**src/rtl/bks16_seq_if.sv**
```systemverilog
// Request/response bundle for the sequential 16x16 carry-less multiplier.
// The requester drives start/a/b; the multiplier answers with busy/done/d.
interface bks16_seq_if;
    // start is honoured only while busy is low; a and b are captured on that edge.
    // done is a one-cycle pulse and d holds the result until the next done.
    logic        start;
    logic [15:0] a;
    logic [15:0] b;
    logic        busy;
    logic        done;
    logic [30:0] d;
    logic [1:0]  dbg_state;

    modport master (
        output start, a, b,
        input  busy, done, d, dbg_state
    );

    modport slave (
        input  start, a, b,
        output busy, done, d, dbg_state
    );
endinterface

```
**src/rtl/bks16_seq.sv**
```systemverilog
// 16x16 GF(2)[x] multiplier: one top-level Karatsuba step spread over three
// cycles (low, high, folded middle) through a single shared 8x8 Karatsuba core.
module bks16_seq (
    input  logic       clk,
    input  logic       rst,
    bks16_seq_if.slave bus
);

    typedef enum logic [1:0] {
        S_IDLE = 2'd0,
        S_LO   = 2'd1,
        S_HI   = 2'd2,
        S_MID  = 2'd3
    } state_t;

    function automatic logic [6:0] clmul4(input logic [3:0] x, input logic [3:0] y);
        logic [6:0] r;
        r = '0;
        for (int i = 0; i < 4; i++) begin
            if (y[i]) r = r ^ ({3'b000, x} << i);
        end
        return r;
    endfunction

    // 8x8 core: one Karatsuba level over 4x4 schoolbook products.
    function automatic logic [14:0] bks8(input logic [7:0] x, input logic [7:0] y);
        logic [6:0] lo;
        logic [6:0] hi;
        logic [6:0] mid;
        lo  = clmul4(x[3:0], y[3:0]);
        hi  = clmul4(x[7:4], y[7:4]);
        mid = clmul4(x[7:4] ^ x[3:0], y[7:4] ^ y[3:0]);
        return {8'b0, lo} ^ {4'b0, lo ^ hi ^ mid, 4'b0} ^ {hi, 8'b0};
    endfunction

    state_t      r_state;
    logic [15:0] r_ra;
    logic [15:0] r_rb;
    logic [14:0] r_m1;
    logic [14:0] r_m2;
    logic [30:0] r_d;
    logic        r_done;

    logic [7:0]  w_op_a;
    logic [7:0]  w_op_b;
    logic [14:0] w_core;

    always_comb begin
        w_op_a = '0;
        w_op_b = '0;
        case (r_state)
            S_LO: begin
                w_op_a = r_ra[7:0];
                w_op_b = r_rb[7:0];
            end
            S_HI: begin
                w_op_a = r_ra[15:8];
                w_op_b = r_rb[15:8];
            end
            S_MID: begin
                w_op_a = r_ra[15:8] ^ r_ra[7:0];
                w_op_b = r_rb[15:8] ^ r_rb[7:0];
            end
            default: begin
                w_op_a = '0;
                w_op_b = '0;
            end
        endcase
    end

    assign w_core = bks8(w_op_a, w_op_b);

    always_ff @(posedge clk) begin
        if (rst) begin
            r_state <= S_IDLE;
            r_ra    <= '0;
            r_rb    <= '0;
            r_m1    <= '0;
            r_m2    <= '0;
            r_d     <= '0;
            r_done  <= 1'b0;
        end else begin
            r_done <= 1'b0;
            case (r_state)
                S_IDLE: begin
                    if (bus.start) begin
                        r_ra    <= bus.a;
                        r_rb    <= bus.b;
                        r_state <= S_LO;
                    end
                end
                S_LO: begin
                    r_m2    <= w_core;
                    r_state <= S_HI;
                end
                S_HI: begin
                    r_m1    <= w_core;
                    r_state <= S_MID;
                end
                S_MID: begin
                    // Middle product is consumed straight from the core, never stored.
                    r_d     <= {16'b0, r_m2}
                             ^ {8'b0, r_m1 ^ r_m2 ^ w_core, 8'b0}
                             ^ {r_m1, 16'b0};
                    r_done  <= 1'b1;
                    r_state <= S_IDLE;
                end
                default: r_state <= S_IDLE;
            endcase
        end
    end

    assign bus.busy      = (r_state != S_IDLE);
    assign bus.done      = r_done;
    assign bus.d         = r_d;
    assign bus.dbg_state = r_state;

endmodule

```
**src/flat_wrapper.sv**
```systemverilog
// flat-port wrapper written by rule: the top's interface ports become plain ports
module bks16_seq_flat 
  (clk, rst, bus_start, bus_a, bus_b, bus_busy, bus_done, bus_d, bus_dbg_state);
  bks16_seq_if bus_i ();
  input  logic clk;
  input  logic rst;
  input wire logic [$bits(bus_i.start)-1:0] bus_start;
  input wire logic [$bits(bus_i.a)-1:0] bus_a;
  input wire logic [$bits(bus_i.b)-1:0] bus_b;
  output wire logic [$bits(bus_i.busy)-1:0] bus_busy;
  output wire logic [$bits(bus_i.done)-1:0] bus_done;
  output wire logic [$bits(bus_i.d)-1:0] bus_d;
  output wire logic [$bits(bus_i.dbg_state)-1:0] bus_dbg_state;
  assign bus_i.start = bus_start;
  assign bus_i.a = bus_a;
  assign bus_i.b = bus_b;
  assign bus_busy = bus_i.busy;
  assign bus_done = bus_i.done;
  assign bus_d = bus_i.d;
  assign bus_dbg_state = bus_i.dbg_state;
  bks16_seq u_core (.clk(clk), .rst(rst), .bus(bus_i));
endmodule
```
**config.mk**
```make
export PLATFORM = sky130hd
export DESIGN_NAME = bks16_seq_flat
export DESIGN_NICKNAME = d
export VERILOG_FILES = /design/src/rtl/bks16_seq_if.sv /design/src/rtl/bks16_seq.sv /design/src/flat_wrapper.sv
export SDC_FILE = /design/constraint.sdc
export NUM_CORES = 1
export LEC_CHECK = 0
export CELL_PAD_IN_SITES_DETAIL_PLACEMENT = 2
export CELL_PAD_IN_SITES_GLOBAL_PLACEMENT = 2
export CORE_UTILIZATION = 36
export DETAILED_ROUTE_END_ITERATION = 12
export PLACE_DENSITY = 0.88
export SLEW_MARGIN = 10
export SYNTH_ARGS = -nofsm -noshare
export SYNTH_HDL_FRONTEND = slang
export SYNTH_SLANG_ARGS = --single-unit
```
**constraint.sdc**
```tcl
create_clock -name clk -period 4.5 [get_ports clk]
set_input_delay 0.45 -clock clk [delete_from_list [all_inputs] [get_ports clk]]
set_output_delay 0.45 -clock clk [all_outputs]
set_load 0.05 [all_outputs]
```
# Word level (Yosys, flattened, before mapping)
# Index checks and enable logic that the tools add are counted.
[classes] n_eq_ne=4 n_reduce_logical=3 bitwise=21 mux=17
[ops] op="$mux 7" count=9
[ops] op="$pmux 8 s3" count=2
[ops] op="$xor 15x15->15" count=3
[ops] op="$xor 7x7->7" count=5
[ops] op="$xor 31x31->31" count=1
[ops] op="$xor 15x23->23" count=1
[ops] op="$xor 7x6->7" count=3
[ops] op="$xor 8x8->8" count=2
[ops] op="$xor 4x5->5" count=3
[ops] op="$mux 4" count=3
[ops] op="$xor 7x11->11" count=1
[ops] op="$pmux 2 s4" count=1
[ops] op="$xor 4x4->4" count=2
[ops] op="$eq 2x2->1 const B" count=2
[ops] op="$eq 2x1->1 const B" count=1
[ops] op="$logic_not 2->1" count=1
[ops] op="$mux 2" count=1
[ops] op="$ne 2x2->1 const B" count=1
[ops] op="$reduce_and 2->1" count=1
[ops] op="$reduce_bool 2->1" count=1
[ops] op="$mux 1" count=1
[word_totals] register_bits=96 input_bits=35 elab_cells=52

# Longest topological paths before layout
[logic_depth] depth_word=16 mapped_depth=12 depth_no_buf=11

# Worst setup path before layout
# Ideal clock, no wire load.
[synth_timing] kind="register to register" start="register u_core.r_state[0] (netlist: u_core.bus.dbg_state[0])" end="register u_core.r_d[16] (netlist: u_core.bus.d[16])" period_less_slack_ps=3343 path_slack_ps=1157 t_required_ps=4412 n_path_buf=1 setup_time_ps=88 arrival_ps=3256 path_stages_with_launch=12 cell_sequence="dfxtp_1 > inv_1 > ha_1 > buf_2 > o211ai_1 > nand2_1 > xor2_1 > nor3b_1 > xnor2_1 > xnor3_1 > mux2_1 > nor4_2"
[synth_between] elab_chain_cells=15 word_cells_on_any_way=33 cone_classes="eq/ne (3); mux (12); bitwise (18)"
[synth_lines] element="start, declared" line_no="bks16_seq.sv:36" source="state_t r_state;"
[synth_lines] element="start signal, assigned" line_no="bks16_seq.sv:75" source="r_state <= S_IDLE;"
[synth_lines] element="start signal, assigned" line_no="bks16_seq.sv:89" source="r_state <= S_LO;"
[synth_lines] element="start signal, assigned" line_no="bks16_seq.sv:94" source="r_state <= S_HI;"
[synth_lines] element="$eq 2x2->1, or another cell as far along" line_no="bks16_seq.sv:51, bks16_seq.sv:84"
[synth_lines] element="$pmux 8 s3" line_no="bks16_seq.sv:51" source="case (r_state)"
[synth_lines] element="$xor 4x5->5 / $xor 4x4->4 (equally long branches)" line_no="bks16_seq.sv:20, bks16_seq.sv:32"
[synth_lines] element="$mux 7 / $xor 4x5->5 (equally long branches)" line_no="bks16_seq.sv:20" source="if (y[i]) r = r ^ ({3'b000, x} << i);"
[synth_lines] element="$xor 7x6->7 / $mux 7 (equally long branches)" line_no="bks16_seq.sv:20"
[synth_lines] element="$mux 7 / $xor 7x6->7 (equally long branches)" line_no="bks16_seq.sv:20"
[synth_lines] element="$xor 7x7->7 / $mux 7 (equally long branches)" line_no="bks16_seq.sv:20"
[synth_lines] element="$mux 7 / $xor 7x7->7 (equally long branches)" line_no="bks16_seq.sv:20"
[synth_lines] element="$xor 7x7->7 / $mux 7 (equally long branches)" line_no="bks16_seq.sv:33, bks16_seq.sv:20"
[synth_lines] element="$xor 7x7->7" line_no="bks16_seq.sv:33" source="return {8'b0, lo} ^ {4'b0, lo ^ hi ^ mid, 4'b0} ^ {hi, 8'b0};"
[synth_lines] element="$xor 7x11->11" line_no="bks16_seq.sv:33"
[synth_lines] element="$xor 15x15->15" line_no="bks16_seq.sv:33"
[synth_lines] element="$xor 15x15->15" line_no="bks16_seq.sv:103" source="^ {8'b0, r_m1 ^ r_m2 ^ w_core, 8'b0}"
[synth_lines] element="$xor 15x23->23" line_no="bks16_seq.sv:103"
[synth_lines] element="$xor 31x31->31" line_no="bks16_seq.sv:104" source="^ {r_m1, 16'b0};"
[synth_lines] element="end signal, assigned" line_no="bks16_seq.sv:102" source="r_d <= {16'b0, r_m2}"
[synth_lines] element="end, declared" line_no="bks16_seq.sv:41" source="logic [30:0] r_d;"
# Parallel ways exist; a longest one is shown, timed or not.
# A chain may end at the register's enable or synchronous reset.

# Worst setup path after layout
[layout_timing] start="register u_core.r_state[0] (netlist: u_core.bus.dbg_state[0])" end="register u_core.r_d[14] (netlist: u_core.bus.d[14])"
[layout_between] elab_chain_cells=16 word_cells_on_any_way=35 cone_classes="eq/ne (3); mux (14); bitwise (18)"
[layout_lines] element="$eq 2x2->1, or another cell as far along" line_no="bks16_seq.sv:51, bks16_seq.sv:84"
[layout_lines] element="$pmux 8 s3" line_no="bks16_seq.sv:51"
[layout_lines] element="$mux 4 / $xor 4x4->4 (equally long branches)" line_no="bks16_seq.sv:20, bks16_seq.sv:32"
[layout_lines] element="$xor 4x5->5 / $mux 4 (equally long branches)" line_no="bks16_seq.sv:20"
[layout_lines] element="$mux 7 / $xor 4x5->5 (equally long branches)" line_no="bks16_seq.sv:20"
[layout_lines] element="$xor 7x6->7 / $mux 7 (equally long branches)" line_no="bks16_seq.sv:20"
[layout_lines] element="$mux 7 / $xor 7x6->7 (equally long branches)" line_no="bks16_seq.sv:20"
[layout_lines] element="$xor 7x7->7 / $mux 7 (equally long branches)" line_no="bks16_seq.sv:20"
[layout_lines] element="$mux 7 / $xor 7x7->7 (equally long branches)" line_no="bks16_seq.sv:20"
[layout_lines] element="$xor 7x7->7 / $mux 7 (equally long branches)" line_no="bks16_seq.sv:33, bks16_seq.sv:20"
[layout_lines] element="$xor 7x7->7" line_no="bks16_seq.sv:33"
[layout_lines] element="$xor 7x11->11" line_no="bks16_seq.sv:33"
[layout_lines] element="$xor 15x15->15" line_no="bks16_seq.sv:33"
[layout_lines] element="$xor 15x15->15" line_no="bks16_seq.sv:103"
[layout_lines] element="$xor 15x23->23" line_no="bks16_seq.sv:103"
[layout_lines] element="$xor 31x31->31" line_no="bks16_seq.sv:104"
# Parallel ways exist; a longest one is shown, timed or not.

==> qor.tcl <==
set qor(end_kind) {register}
set qor(synth_cell_types) 46
set qor(cts.clk_slew.worst_paths_ns) 0.07
set qor(synth_instances) 605
set qor(worstSetupPathType) {reg2reg}
set qor(setup-violations-final) 0
set qor(timing.max_cap.violations) 0
set qor(path_cells) {inv_1 > ha_1 > buf_4 > a22o_1 > a21oi_2 > a211oi_1 > xnor2_1 > xor2_1 > xor2_1 > xnor2_1 > or4b_1 > o221ai_1}
set qor(final_nets) 696
set qor(detailed_placement_hpwl_um) 11930
set qor(power_density_mw_per_mm2) 502.2
set qor(drtIter0Drc) 191
set qor(asyncSetResetFlopFracSynth_pct) 0
set qor(report.final.hold_viol_count) 0
set qor(postSynthRegisterBits) 96
set qor(synth.yosys.warnings) 0
set qor(coreArea_mm2) 0.01393
set qor(clock_tree_from_tritoncts) {yes}
set qor(total_leakage_power_nw) 2.320
set qor(viasPerCell) 5.354
set qor(synth_top_area_share_pct) 37.29
set qor(grt_start_max_net_pins) 54
set qor(final_core_util_pct) 45.10
set qor(grt_pass1_wl_um) 26730
set qor(worstSkewPairLatency_ns) 0.36
set qor(port_buffers) 69
set qor(post_route_cells_drive_above_1_share_pct) 5.295
set qor(synth_nets) 645
set qor(path_max_fanout) 21
set qor(critical_path.startpoint_type) {register}
set qor(fin_worst_skew_ns) 0.01172
set qor(synth_area_leaders) {dfxtp_1 37%, mux2i_1 7.2%, xnor2_1 7.0%}
set qor(hold_path.class) {reg2reg}
set qor(area_growth_syn_to_layout_pct) 21.95
set qor(all_layer_gr_usage_pct) 23.69
set qor(synth_enable_flop_cells) 0
set qor(postRouteWirelength_um) 16500
set qor(die_area_mm2) 0.01480
set qor(worst_slew_margin_rel_pct) 28.78
set qor(route.vias.total) 4503
set qor(hold_buffers) 0
set qor(antenna_found_initial) 0
set qor(clock_tree.root_cell) {clkbuf_16}
set qor(drc) 0
set qor(cts_buffers) 9
set qor(min_period_ns) 3.800
set qor(worst_pin_slew_ns) 1.068
set qor(vias_in_the_first_global_route) 5001
set qor(placement_stage_cell_area_mm2) 0.005978
set qor(worst_ir_drop_vdd_v) 0.0004977
set qor(synth.avg_cell_area_um2) 8.519
set qor(core.rowCount) 43
set qor(max-clock-path-buffers) 2
set qor(setup_slack_ns) 0.6996
set qor(timing.critical_path.slowest_cell_delay_ns) 0.54
set qor(post_cts.resized_instances) 0
set qor(chipWidth_um) 121.7
set qor(synth_top_area_cell) {dfxtp_1}
set qor(global_route.overflow_total) 0
set qor(diodes) 0
set qor(clock.fmax_mhz) 263.1
set qor(unrepaired_setup_endpoints_after_global_routing) {no}
set qor(htree_num_levels) 3
set qor(final_min_period_over_clock_period_pct) 84.45
set qor(finalWeightedCongestion) 0.8585
set qor(finish.instance_area_mm2) 0.006285
set qor(worstPathRequired_ns) 4.76
set qor(outcome) {finished clean}
set qor(synth_flop_cell) {dfxtp_1}
set qor(floorplan.initialDensity_pct) 36.98
set qor(mappedNetlistArea_mm2) 0.005154
set qor(critical_path.slowest_cell) {ha_1}
set qor(top_level_ports) 70
set qor(gate_family_responsible_for_the_most_delay_along_the_worst_path) {XOR/XNOR gates}
set qor(clock_sink_count) 96
set qor(ant_nets) 0
set qor(detail_route.first_pass.iterations) 4
set qor(post-cts-setup-buffers) 0
set qor(slew_violations) 0
set qor(critical_path.n_buffers_inverters) 2
set qor(detailedPlace.worstSlack_ns) 0.7203
set qor(die_h_um) 121.7
set qor(totalNegativeSetupSlack_ns) 0
set qor(wl_cell_um) 19.62
set qor(synth.yosys.seq_area_share_pct) 37.29
set qor(worst_ep_arrival_time_ns) 4.07
-- Yosys cell counts, drive strengths merged (2+ instances only) --
master   n
nand2   93
a211oi  30
nor3b    4
o21a     4
xnor3    9
buf      9
o221ai   2
and3     6
nor2    69
xor2    24
nor3     6
a21oi   41
a22oi    4
nand3    8
a22o     3
o21ai   32
o211ai   2
nor2b   28
a221oi   5
xnor2   42
and2     3
o211a    2
dfxtp   96
ha       5
mux2i   37
inv      5
clkbuf  27
-- per-stage QoR --
step           total power (W)  std cells  hold slack (ns)
3_3_place_gp          0.002270        825           0.4626
3_5_place_dp          0.002353        825           0.4705
4_1_cts               0.003193        841           0.4809
6_report              0.003156        841           0.4775
2_1_floorplan         0.001970        605           0.4462
5_1_grt               0.003331        841           0.4889
-- worst paths after layout --
check / start / to / slack (ns) / cells past startpoint
setup / recovery: u_core.bus.dbg_state[0]$_SDFFE_PP0P_ / u_core.bus.d[14]$_SDFFE_PP0N_ / 0.70 / 12
hold / removal: u_core.r_ra[5]$_SDFFE_PP0P_ / u_core.r_ra[5]$_SDFFE_PP0P_ / 0.48 / 2
setup reg to reg: u_core.bus.dbg_state[0]$_SDFFE_PP0P_ / u_core.bus.d[14]$_SDFFE_PP0N_ / 0.70 / 12
hold reg to reg: u_core.r_ra[5]$_SDFFE_PP0P_ / u_core.r_ra[5]$_SDFFE_PP0P_ / 0.48 / 2
-- flip-flops by register name, indices dropped and copies added, names as in the netlist --
| register | flops |
|---|---|
| u_core.bus.dbg_state | 2 |
| u_core.bus.d | 31 |
| u_core.r_ra | 16 |
| u_core.r_rb | 16 |
| u_core.r_m2 | 15 |
| u_core.bus.done | 1 |
| u_core.r_m1 | 15 |
-- power breakdown --
group / internal [W] / leakage [nW] / switching (W)
Sequential: 0.000979 / 0.781 / 0.000123
Combinational: 0.000432 / 1.39 / 0.000812
Clock: 0.000451 / 0.146 / 0.000359
Total: 0.00186 / 2.32 / 0.00129
-- layout make-up --
cell class	count	area [µm²]
clock inverter	5	63.81
fill	1543	7650
clock buffer	11	242.7
inverter	5	18.77
timing repair buffer	76	738.2
sequential	96	1922
multi-input combinational	468	3074
tap	180	225.2
-- worst reg2reg max path: stages, from the launching register on --
cell      delay, ns
dfxtp_1        0.34
inv_1          0.14
ha_1           0.54
buf_4          0.38
a22o_1         0.19
a21oi_2        0.07
a211oi_1       0.35
xnor2_1        0.18
xor2_1         0.39
xor2_1         0.15
xnor2_1        0.42
or4b_1         0.48
o221ai_1       0.08
-- cells by family after synthesis --
logic type	synth area share, %
and+or+nand+nor	19.16
AOI/OAI and AO/OA	15.93
DFF	37.29
xor gates and xnor gates	15.90
buffers and inverters	3.107
muxes	7.405
adders and majority gates	1.214
-- per-layer routing --
layer	track usage (%)	wire [µm]	vias to the layer above
met3	3.464	496	20
met5	0	0	-
met4	8.951	303	0
li1	-	-	2163
met1	29.01	7204	2241
met2	41.76	8496	79
-- cell usage in the layout, fill, tap and decap left out, drive strengths merged, types with 24 or more instances in the layout --
cell,n
mux2i,37
nand2,93
a211oi,30
nor2b,28
a21oi,41
clkdlybuf4s50,68
nor2,69
xor2,24
o21ai,32
dfxtp,96
xnor2,42
No activity file was read; power rests on OpenSTA's default activity.
